--- src/rtl/bcd_scan_ctrl_if.sv ---
// Bus between the game/counter logic, the BCD scan controller and the segment decoder.
interface bcd_scan_ctrl_if;
   logic [6:0] val_a;
   logic [6:0] val_b;
   logic       update;
   logic       busy;
   logic [1:0] ovf;
   logic [3:0] digit_sel;
   logic [3:0] digit_bcd;

   modport master (
      output val_a, val_b, update,
      input  busy, ovf, digit_sel, digit_bcd
   );

   modport slave (
      input  val_a, val_b, update,
      output busy, ovf, digit_sel, digit_bcd
   );
endinterface

--- src/rtl/bcd_scan_ctrl.sv ---
// Two-channel 0-99 to BCD converter with a 4-digit multiplexed display scanner.
// Optional leading-zero blanking of the tens digits: define BCD_SCAN_BLANK_LZ_EN.
module bcd_scan_ctrl #(
   parameter int unsigned PRESCALE = 50000
) (
   input logic             clk,
   input logic             rst_n,
   bcd_scan_ctrl_if.slave  bus
);

   localparam int unsigned PW = (PRESCALE > 1) ? $clog2(PRESCALE) : 1;
   localparam logic [PW-1:0] LastCnt = PW'(PRESCALE - 1);

   typedef enum logic [1:0] {StIdle, StConvA, StConvB, StCommit} state_e;

   state_e     state_q, state_d;
   logic       pend_q, pend_d;
   logic [6:0] rem_q, rem_d;
   logic [3:0] tens_q, tens_d;
   logic [6:0] snap_b_q, snap_b_d;
   logic [1:0] ovf_pend_q, ovf_pend_d;
   logic [3:0] res_at_q, res_at_d, res_ao_q, res_ao_d;
   logic [3:0] res_bt_q, res_bt_d, res_bo_q, res_bo_d;
   logic [3:0] disp_at_q, disp_at_d, disp_ao_q, disp_ao_d;
   logic [3:0] disp_bt_q, disp_bt_d, disp_bo_q, disp_bo_d;
   logic [1:0] ovf_q, ovf_d;
   logic [PW-1:0] presc_q, presc_d;
   logic [1:0] ptr_q, ptr_d;
   logic [3:0] sel_q, sel_d;
   logic [3:0] bcd_q, bcd_d;

   logic       take_snap;
   logic       wrap;
   logic [6:0] sat_a, sat_b;

   assign sat_a = (bus.val_a > 7'd99) ? 7'd99 : bus.val_a;
   assign sat_b = (bus.val_b > 7'd99) ? 7'd99 : bus.val_b;

   always_ff @(posedge clk or negedge rst_n) begin
      if (!rst_n) begin
         state_q <= StIdle;
      end else begin
         state_q <= state_d;
      end
   end

   always_comb begin
      state_d    = state_q;
      pend_d     = pend_q;
      rem_d      = rem_q;
      tens_d     = tens_q;
      snap_b_d   = snap_b_q;
      ovf_pend_d = ovf_pend_q;
      res_at_d   = res_at_q;
      res_ao_d   = res_ao_q;
      res_bt_d   = res_bt_q;
      res_bo_d   = res_bo_q;
      disp_at_d  = disp_at_q;
      disp_ao_d  = disp_ao_q;
      disp_bt_d  = disp_bt_q;
      disp_bo_d  = disp_bo_q;
      ovf_d      = ovf_q;
      take_snap  = 1'b0;

      unique case (state_q)
         StIdle: begin
            if (bus.update) begin
               take_snap = 1'b1;
               state_d   = StConvA;
            end
         end
         StConvA: begin
            if (bus.update) pend_d = 1'b1;
            if (rem_q >= 7'd10) begin
               rem_d  = rem_q - 7'd10;
               tens_d = tens_q + 4'd1;
            end else begin
               res_at_d = tens_q;
               res_ao_d = rem_q[3:0];
               rem_d    = snap_b_q;
               tens_d   = 4'd0;
               state_d  = StConvB;
            end
         end
         StConvB: begin
            if (bus.update) pend_d = 1'b1;
            if (rem_q >= 7'd10) begin
               rem_d  = rem_q - 7'd10;
               tens_d = tens_q + 4'd1;
            end else begin
               res_bt_d = tens_q;
               res_bo_d = rem_q[3:0];
               state_d  = StCommit;
            end
         end
         StCommit: begin
            disp_at_d = res_at_q;
            disp_ao_d = res_ao_q;
            disp_bt_d = res_bt_q;
            disp_bo_d = res_bo_q;
            ovf_d     = ovf_pend_q;
            // A request arriving in this very cycle is merged like a pending one.
            if (pend_q || bus.update) begin
               take_snap = 1'b1;
               pend_d    = 1'b0;
               state_d   = StConvA;
            end else begin
               state_d = StIdle;
            end
         end
         default: state_d = StIdle;
      endcase

      if (take_snap) begin
         rem_d      = sat_a;
         tens_d     = 4'd0;
         snap_b_d   = sat_b;
         ovf_pend_d = {bus.val_b > 7'd99, bus.val_a > 7'd99};
      end
   end

   always_comb begin
      wrap    = (presc_q == LastCnt);
      presc_d = wrap ? '0 : presc_q + PW'(1);
      ptr_d   = wrap ? ptr_q + 2'd1 : ptr_q;
      sel_d   = ~(4'b0001 << ptr_q);
      bcd_d   = disp_bo_q;
      unique case (ptr_q)
         2'd3: bcd_d = disp_at_q;
         2'd2: bcd_d = disp_ao_q;
         2'd1: bcd_d = disp_bt_q;
         2'd0: bcd_d = disp_bo_q;
         default: bcd_d = disp_bo_q;
      endcase
`ifdef BCD_SCAN_BLANK_LZ_EN
      // Odd pointers are the tens digits.
      if (ptr_q[0] && (bcd_d == 4'd0)) bcd_d = 4'hF;
`endif
   end

   always_ff @(posedge clk or negedge rst_n) begin
      if (!rst_n) begin
         pend_q     <= 1'b0;
         rem_q      <= '0;
         tens_q     <= '0;
         snap_b_q   <= '0;
         ovf_pend_q <= '0;
         res_at_q   <= '0;
         res_ao_q   <= '0;
         res_bt_q   <= '0;
         res_bo_q   <= '0;
         disp_at_q  <= '0;
         disp_ao_q  <= '0;
         disp_bt_q  <= '0;
         disp_bo_q  <= '0;
         ovf_q      <= '0;
         presc_q    <= '0;
         ptr_q      <= '0;
         sel_q      <= 4'b1110;
         bcd_q      <= 4'h0;
      end else begin
         pend_q     <= pend_d;
         rem_q      <= rem_d;
         tens_q     <= tens_d;
         snap_b_q   <= snap_b_d;
         ovf_pend_q <= ovf_pend_d;
         res_at_q   <= res_at_d;
         res_ao_q   <= res_ao_d;
         res_bt_q   <= res_bt_d;
         res_bo_q   <= res_bo_d;
         disp_at_q  <= disp_at_d;
         disp_ao_q  <= disp_ao_d;
         disp_bt_q  <= disp_bt_d;
         disp_bo_q  <= disp_bo_d;
         ovf_q      <= ovf_d;
         presc_q    <= presc_d;
         ptr_q      <= ptr_d;
         sel_q      <= sel_d;
         bcd_q      <= bcd_d;
      end
   end

   assign bus.busy      = (state_q != StIdle);
   assign bus.ovf       = ovf_q;
   assign bus.digit_sel = sel_q;
   assign bus.digit_bcd = bcd_q;

endmodule

--- src/flat_wrapper.sv ---
// flat-port wrapper written by rule: the top's interface ports become plain ports
module bcd_scan_ctrl_flat 
#(
   parameter int unsigned PRESCALE = 50000
)
  (clk, rst_n, bus_val_a, bus_val_b, bus_update, bus_busy, bus_ovf, bus_digit_sel, bus_digit_bcd);
  bcd_scan_ctrl_if bus_i ();
  input logic clk;
  input logic rst_n;
  input wire logic [$bits(bus_i.val_a)-1:0] bus_val_a;
  input wire logic [$bits(bus_i.val_b)-1:0] bus_val_b;
  input wire logic [$bits(bus_i.update)-1:0] bus_update;
  output wire logic [$bits(bus_i.busy)-1:0] bus_busy;
  output wire logic [$bits(bus_i.ovf)-1:0] bus_ovf;
  output wire logic [$bits(bus_i.digit_sel)-1:0] bus_digit_sel;
  output wire logic [$bits(bus_i.digit_bcd)-1:0] bus_digit_bcd;
  assign bus_i.val_a = bus_val_a;
  assign bus_i.val_b = bus_val_b;
  assign bus_i.update = bus_update;
  assign bus_busy = bus_i.busy;
  assign bus_ovf = bus_i.ovf;
  assign bus_digit_sel = bus_i.digit_sel;
  assign bus_digit_bcd = bus_i.digit_bcd;
  bcd_scan_ctrl #(.PRESCALE(PRESCALE)) u_core (.clk(clk), .rst_n(rst_n), .bus(bus_i));
endmodule
--- config.mk ---
export PLATFORM = sky130hd
export DESIGN_NAME = bcd_scan_ctrl_flat
export DESIGN_NICKNAME = d
export VERILOG_FILES = /design/src/rtl/bcd_scan_ctrl_if.sv /design/src/rtl/bcd_scan_ctrl.sv /design/src/flat_wrapper.sv
export SDC_FILE = /design/constraint.sdc
export NUM_CORES = 1
export LEC_CHECK = 0
export ABC_AREA = 1
export CORE_MARGIN = 4
export CORE_UTILIZATION = 53
export CTS_CLUSTER_DIAMETER = 120
export CTS_CLUSTER_SIZE = 24
export DETAILED_ROUTE_END_ITERATION = 12
export PLACE_DENSITY = 0.73
export SLEW_MARGIN = 20
export SYNTH_ARGS = -nofsm -noshare
export SYNTH_HDL_FRONTEND = slang
export SYNTH_SLANG_ARGS = --single-unit
--- constraint.sdc ---
create_clock -name clk -period 2.5 [get_ports clk]
set_clock_uncertainty 0.2 [all_clocks]
set_input_delay 0.5 -clock clk [delete_from_list [all_inputs] [get_ports clk]]
set_output_delay 0.5 -clock clk [all_outputs]
set_load 0.02 [all_outputs]
==> flow_summary_export.csv, run 1 <==
group,metric,value,unit
outcome,status,"finished, final reports clean",
layout,drive_gt1_frac,0.118,
placement,gp_congestion,0.914,
worst_setup_path,required,1.80,ns
logic_synthesis,synth-seq-area-share,0.507,
floorplan,rows,31,
power,p_leak,0.00235,uW
power,clkPwrFrac,0.204,
timing,fin_tns_setup,0,ns
placement,port_buffers,27,
grt,grt_overflow,0,
logic_synthesis,syn_inst,478,
power,power.density,1140,nW/um^2
logic_synthesis,ys.flop_type,"dfrtp_1",
timing,layout_min_cycle_time,2.24,ns
timing,fmax,446,MHz
logic_synthesis,yosys.cell_types.count,34,
logic_synthesis,syn-num-nets,508,
floorplan,initial_core_util,0.557,
clock_network,max-clock-path-buffers,2,
min_path,holdCritPathClass,"reg -> reg",
detailed_routing,drc,0,
worst_setup_path,crit_path_max_fanout,5,
timing,worst_slew_pin_slew,0.611,ns
power,swShare,0.413,
floorplan,dieArea,9210,sq um
clock_network,clk_pin_slew,0.09,ns
logic_synthesis,ys_seq_elements,83,
timing,drv_slew,0,
clock_network,numCtsBuffers,9,
detailed_routing,routed_wl,7920,microns
layout,num_antenna_cells,0,
detailed_routing,vias,3144,
clock_network,clockRootBuffer,"clkbuf_8",
clock_network,clk_latency,0.35,ns
grt,grt_max_degree,48,
grt,grt_use_met1,0.269,
grt,grt.met3_usage,0.0305,
power,irDropWorstVdd,565,uV
floorplan,design.core.area,7370,sq um
grt,grt_use_met2,0.300,
clock_network,cts_tree,"done",
worst_setup_path,arrival,1.54,ns
layout,fill_cells,639,
timing,max_slew_margin,0.593,
logic_synthesis,yosysWarnings,0,
grt,grt_pass1_wl,13800,microns
logic_synthesis,syn_area,4100,sq um
clock_network,h-tree-depth,3,
detailed_routing,via_per_inst,5.09,
grt,first_global_vias,2982,
timing,hold_viol_final,0,
logic_synthesis,synthTopCellsByArea,"dfrtp_1, nand2_1, inv_1",
layout,seq_area,2080,sq um
power,power_switching,2220,uW
layout,multi_input_area,1700,sq um
grt,grt_use_total,0.193,
logic_synthesis,async_flop_share,1.00,
power,combPwrFrac,0.419,
floorplan,die_y,96.0,microns
power,total_power,5380,uW
placement,dp_hpwl,5930,microns
power,seqPwrFrac,0.377,
detailed_routing,drt_iter0_drc,144,
worst_setup_path,worst_setup_path_end_kind,"output pin",
floorplan,io_pins,28,
layout,area_delta_synth_final,15.2,%
power,p_int,3160,uW
layout,nNetsFinal,544,
clock_network,cts.sinks,83,
detailed_routing,wl_per_cell,12.8,microns
logic_synthesis,avgSynthCellArea,8.58,sq um
worst_setup_path,critPathLaunchType,"register",
timing,setup_viol,0,
timing,period_share,0.896,
detailed_routing,dr.pass1.iters,5,
floorplan,die_width,96.0,microns
logic_synthesis,synth_edf_count,0,
grt,antenna_found_initial,0,
logic_synthesis,yosysTopAreaCell,"dfrtp_1",
worst_setup_path,crit_type,"reg -> out",
logic_synthesis,yosysTopAreaCellShare,0.488,
timing,rsz0062_at_grt,"false",
detailed_routing,ant_nets,0,
run,maxCapViolations,0,
grt,top_usage_layer,"met2",
==> kinds of logic after synthesis <==
family	count (synthesis)	synth area share
AND/OR/NAND/NOR	218	0.236
AO/OA/AOI/OAI	73	0.113
buffers and inverters	80	0.0796
flip-flops	83	0.507
multiplexers	1	0.00244
XOR/XNOR	10	0.0213
adder cells (fa/ha/maj)	13	0.0396
==> Yosys cell counts (3+ instances only) <==
library cell  count
nor2_4            3
dfstp_2           3
a21oi_1          10
xnor2_1           4
nand2_4           5
nand3_1          21
xor2_1            6
a211oi_1          5
nor3_1           10
dfrtp_1          80
inv_1            69
clkbuf_1          4
o21ai_2          19
o22ai_1           4
nand2_1         118
nand4_1           7
o21ai_0          30
nand3_2           3
nor2_1           46
ha_1             13
==> repair_timing <==
item	in CTS	in global routing
setup buffers	0	0
gates resized for setup	1	0
endpoints found under the hold margin	42	0
setup endpoints to repair	1	0
hold buffers	1	0
==> power by group through the flow <==
stage                     clock [uW]  combinational, uW  sequential (uW)
after floorplan                    0               1710             2030
after global placement             0               2200             2040
after detailed placement           0               2260             2050
after CTS                       1130               2270             2030
after global routing            1190               2580             2070
final                           1100               2260             2030
==> area by class of cell <==
class	instances	area share
clock buffer	9	0.0262
timing repair buffer	33	0.0691
multi-input combinational	315	0.359
sequential	83	0.440
inverter	72	0.0572
tap	99	0.0262
clock inverter	7	0.0222
==> state kept, by name (all words and copies together) (netlist names) <==
signal                cells
u_core.presc_q           16
u_core.rem_q              7
u_core.snap_b_q           7
u_core.bus.digit_bcd      4
u_core.bus.digit_sel      4
u_core.disp_ao_q          4
u_core.disp_at_q          4
u_core.disp_bo_q          4
u_core.disp_bt_q          4
u_core.res_ao_q           4
u_core.res_at_q           4
u_core.res_bo_q           4
u_core.res_bt_q           4
u_core.tens_q             4
u_core.bus.ovf            2
u_core.ovf_pend_q         2
u_core.ptr_q              2
u_core.state_q            2
u_core.pend_q             1
==> cells in the final DEF, fill, tap and decap left out, drive strengths merged, types with 10 or more instances in the layout <==
cell type | netlist | layout
a21oi | 10 | 10
clkdlybuf4s50 | 0 | 25
dfrtp | 80 | 80
ha | 13 | 13
inv | 71 | 75
nand2 | 124 | 124
nand3 | 24 | 24
nor2 | 50 | 50
nor3 | 11 | 11
o21ai | 51 | 51
==> per-stage QoR <==
stage	instance area, sq um	setup WS (ns)	hold slack [ns]	cells	utilization
5_1_grt	4730	0.131	0.302	618	0.641
3_3_place_gp	4490	0.205	0.256	601	0.609
2_1_floorplan	4100	0.672	0.00441	478	-
3_5_place_dp	4490	0.138	0.265	601	0.609
4_1_cts	4730	0.237	0.287	618	0.641
6_report	4730	0.260	0.279	618	0.641
==> path summary, 6_finish.rpt <==
check                           slack, ns                          start                         endpoint  cells past startpoint
worst max-delay path                 0.26  u_core.state_q[0]$_DFFE_PN0P_                         bus_busy                      4
worst min-delay path                 0.28    u_core.presc_q[0]$_DFF_PN0_      u_core.presc_q[0]$_DFF_PN0_                      1
worst max register to register       0.33    u_core.rem_q[1]$_DFFE_PN0P_      u_core.rem_q[5]$_DFFE_PN0P_                     11
worst min register to register       0.28    u_core.presc_q[0]$_DFF_PN0_      u_core.presc_q[0]$_DFF_PN0_                      1
max in group asynchronous            0.99                          rst_n   u_core.snap_b_q[2]$_DFFE_PN0P_                      3
min in group asynchronous            0.50                          rst_n  u_core.disp_ao_q[0]$_DFFE_PN0P_                      2
==> per-layer routing <==
metal | vias to the layer above | part of all wire
li1 | 1597 | -
met1 | 1454 | 0.47
met2 | 81 | 0.47
met3 | 12 | 0.048
met4 | 0 | 0.017
met5 | - | 0
==> worst max-delay path: stages (launching register included) <==
cell           delay (ns)
dfrtp_1              0.41
inv_1                0.13
ha_1                 0.24
inv_1                0.09
dlygate4sd2_1        0.33
No activity file was read; power rests on OpenSTA's default activity.
==> run 2: changes to the inputs <==
--- a/config.mk
+++ b/config.mk
@@ -6,7 +6,7 @@
 export NUM_CORES = 1
 export LEC_CHECK = 0
 export ABC_AREA = 1
-export CORE_MARGIN = 4
+export CORE_MARGIN = 2
 export CORE_UTILIZATION = 53
 export CTS_CLUSTER_DIAMETER = 120
 export CTS_CLUSTER_SIZE = 24
==> run 2 against run 1 <==
Effect of this change:
- routed wire length is 0.52% higher
- register-to-register slack better by 0.05 ns
- cell count is 0.49% higher
- non-clock buffer count stayed put
- first-iteration DRC count is 24% higher
- worst hold slack better by 0.0059 ns
- sequential cell count stayed put
- worst setup slack better by 0.011 ns
- combinational power hardly changed
- utilization is 2.5 points lower
- critical path type unchanged
==> flow_summary_export.csv, run 2 (synthesized netlist as in run 1, its figures left out) <==
group,metric,value,unit
worst_setup_path,crit_path_max_incr_delay,0.41,ns
worst_setup_path,crit_path_frequent_cell,"inv_1",
detailed_routing,met3_length,303,microns
layout,fill_cells,672,
clock_network,clockRootBuffer,"clkbuf_8",
worst_setup_path,arrival,1.53,ns
clock_network,cts_tree,"done",
floorplan,die_width,92.0,microns
worst_setup_path,cpMaxStageDelayCell,"dfrtp_1",
grt,grt_overflow,0,
clock_network,h-tree-depth,3,
worst_setup_path,reg2reg_from,"u_core.rem_q[1]$_DFFE_PN0P_",
worst_setup_path,crit_type,"reg -> out",
layout,area_delta_synth_final,14.3,%
grt,antenna_found_initial,0,
clock_network,post-cts-setup-buffers,0,
grt,grt_pass1_wl,13900,microns
layout,largest_reg_flops,16,
placement,port_buffers,27,
timing,fin_tns_setup,0,ns
worst_setup_path,required,1.80,ns
placement,pre_cts_ws,0.221,ns
run,maxCapViolations,0,
grt,grt_use_total,0.207,
grt,grt_max_degree,61,
layout,drive_gt1_frac,0.118,
clock_network,max-clock-path-buffers,2,
detailed_routing,drt_iter0_drc,178,
detailed_routing,dr.pass1.iters,4,
layout,num_antenna_cells,0,
worst_setup_path,path_cells,"inv_1, ha_1, inv_1, dlygate4sd2_1",
outcome,status,"finished, final reports clean",
worst_setup_path,crit_path_max_fanout,5,
detailed_routing,wl_per_cell,12.8,microns
layout,largest_registers,"u_core.presc_q x16, u_core.rem_q x7, u_core.snap_b_q x7",
power,power.density,1110,nW/um^2
placement,dp_hpwl,5750,microns
power,irDropWorstVdd,625,uV
timing,drv_slew,0,
layout,nNetsFinal,544,
floorplan,rows,32,
placement,place_inst,604,
power,p_leak,0.00232,uW
layout,final_cell_mix,"nand2_1, dfrtp_1, inv_1, nor2_1, o21ai_0",
clock_network,clk_pin_slew,0.09,ns
floorplan,initial_core_util,0.539,
detailed_routing,top_layer_used,"met4",
layout,regMostFlops,"u_core.presc_q",
detailed_routing,via_per_inst,5.00,
floorplan,die_y,92.0,microns
timing,fin_ws,0.271,ns
layout,final_util,0.616,
worst_setup_path,critPathLaunchType,"register",
detailed_routing,vias,3105,
min_path,min_from,"u_core.presc_q[0]$_DFF_PN0_",
timing,max_slew_margin,0.715,
detailed_routing,drc,0,
worst_setup_path,worst_setup_path_end_kind,"output pin",
timing,worst_slew_pin_slew,0.424,ns
placement,gp_congestion,0.861,
timing,rsz0062_at_grt,"false",
floorplan,design.core.area,7610,sq um
min_path,holdCritPathClass,"reg -> reg",
detailed_routing,met1_length,3780,microns
detailed_routing,ant_nets,0,
timing,hold_viol_final,0,
timing,period_share,0.892,
timing,fmax,449,MHz
worst_setup_path,crit_start,"u_core.state_q[0]$_DFFE_PN0P_",
floorplan,io_pins,28,
clock_network,numCtsBuffers,9,
timing,layout_min_cycle_time,2.23,ns
layout,fin_cells,621,
floorplan,dieArea,8460,sq um
layout,final_common_cell,"nand2_1",
timing,setup_viol,0,
grt,first_global_vias,3008,
detailed_routing,routed_wl,7960,microns
clock_network,clk_latency,0.37,ns
detailed_routing,dr_wl_met2,3760,microns
clock_network,cts.sinks,83,
timing,holdWs,0.285,ns
## run 2: report_power, final
part	switching (uW)	internal, uW
clock network	544	373
logic	1450	817
registers	250	1780
## run 2: layer usage
layer,global-route usage,vias to the layer above
met5,0,-
met4,0.0808,0
met3,0.0370,11
met2,0.338,56
met1,0.276,1443
li1,-,1595
## run 2: repair_timing
item / 4_1_cts / 5_1_grt
gates resized for setup: 1 / 0
endpoints found under the hold margin: 23 / 0
hold buffers: 1 / 0
setup endpoints to repair: 1 / 0
## run 2: worst paths after layout
path	end	slack [ns]	depth (start not counted)
worst max register to register	u_core.res_bo_q[3]$_DFFE_PN0P_	0.38	10
min in group asynchronous	u_core.presc_q[6]$_DFF_PN0_	0.36	2
worst min-delay path	u_core.presc_q[0]$_DFF_PN0_	0.29	1
worst min register to register	u_core.presc_q[0]$_DFF_PN0_	0.29	1
max in group asynchronous	u_core.bus.digit_sel[1]$_DFF_PN1_	1.08	3
worst max-delay path	bus_busy	0.27	4
## run 2: critical path, delay by kind of cell (launching register included)
family,cells,cell delay [ns]
buffers and inverters,3,0.54
adder cells (fa/ha/maj),1,0.22
flip-flops,1,0.41
## run 2: stage by stage
stage | area, sq um | total power [uW]
after floorplan | 4100 | 3740
after global placement | 4490 | 4240
after detailed placement | 4490 | 4340
after CTS | 4690 | 5250
after global routing | 4690 | 5660
final | 4690 | 5210
## run 2: area by class of cell
class	instances	area, sq um	share of cell area
clock inverters	7	63.8	0.0136
multi-input cells	315	1700	0.362
well taps	102	128	0.0272
inverters	72	270	0.0576
repair buffers	33	327	0.0697
clock buffers	9	124	0.0264
flip-flops and latches	83	2080	0.444
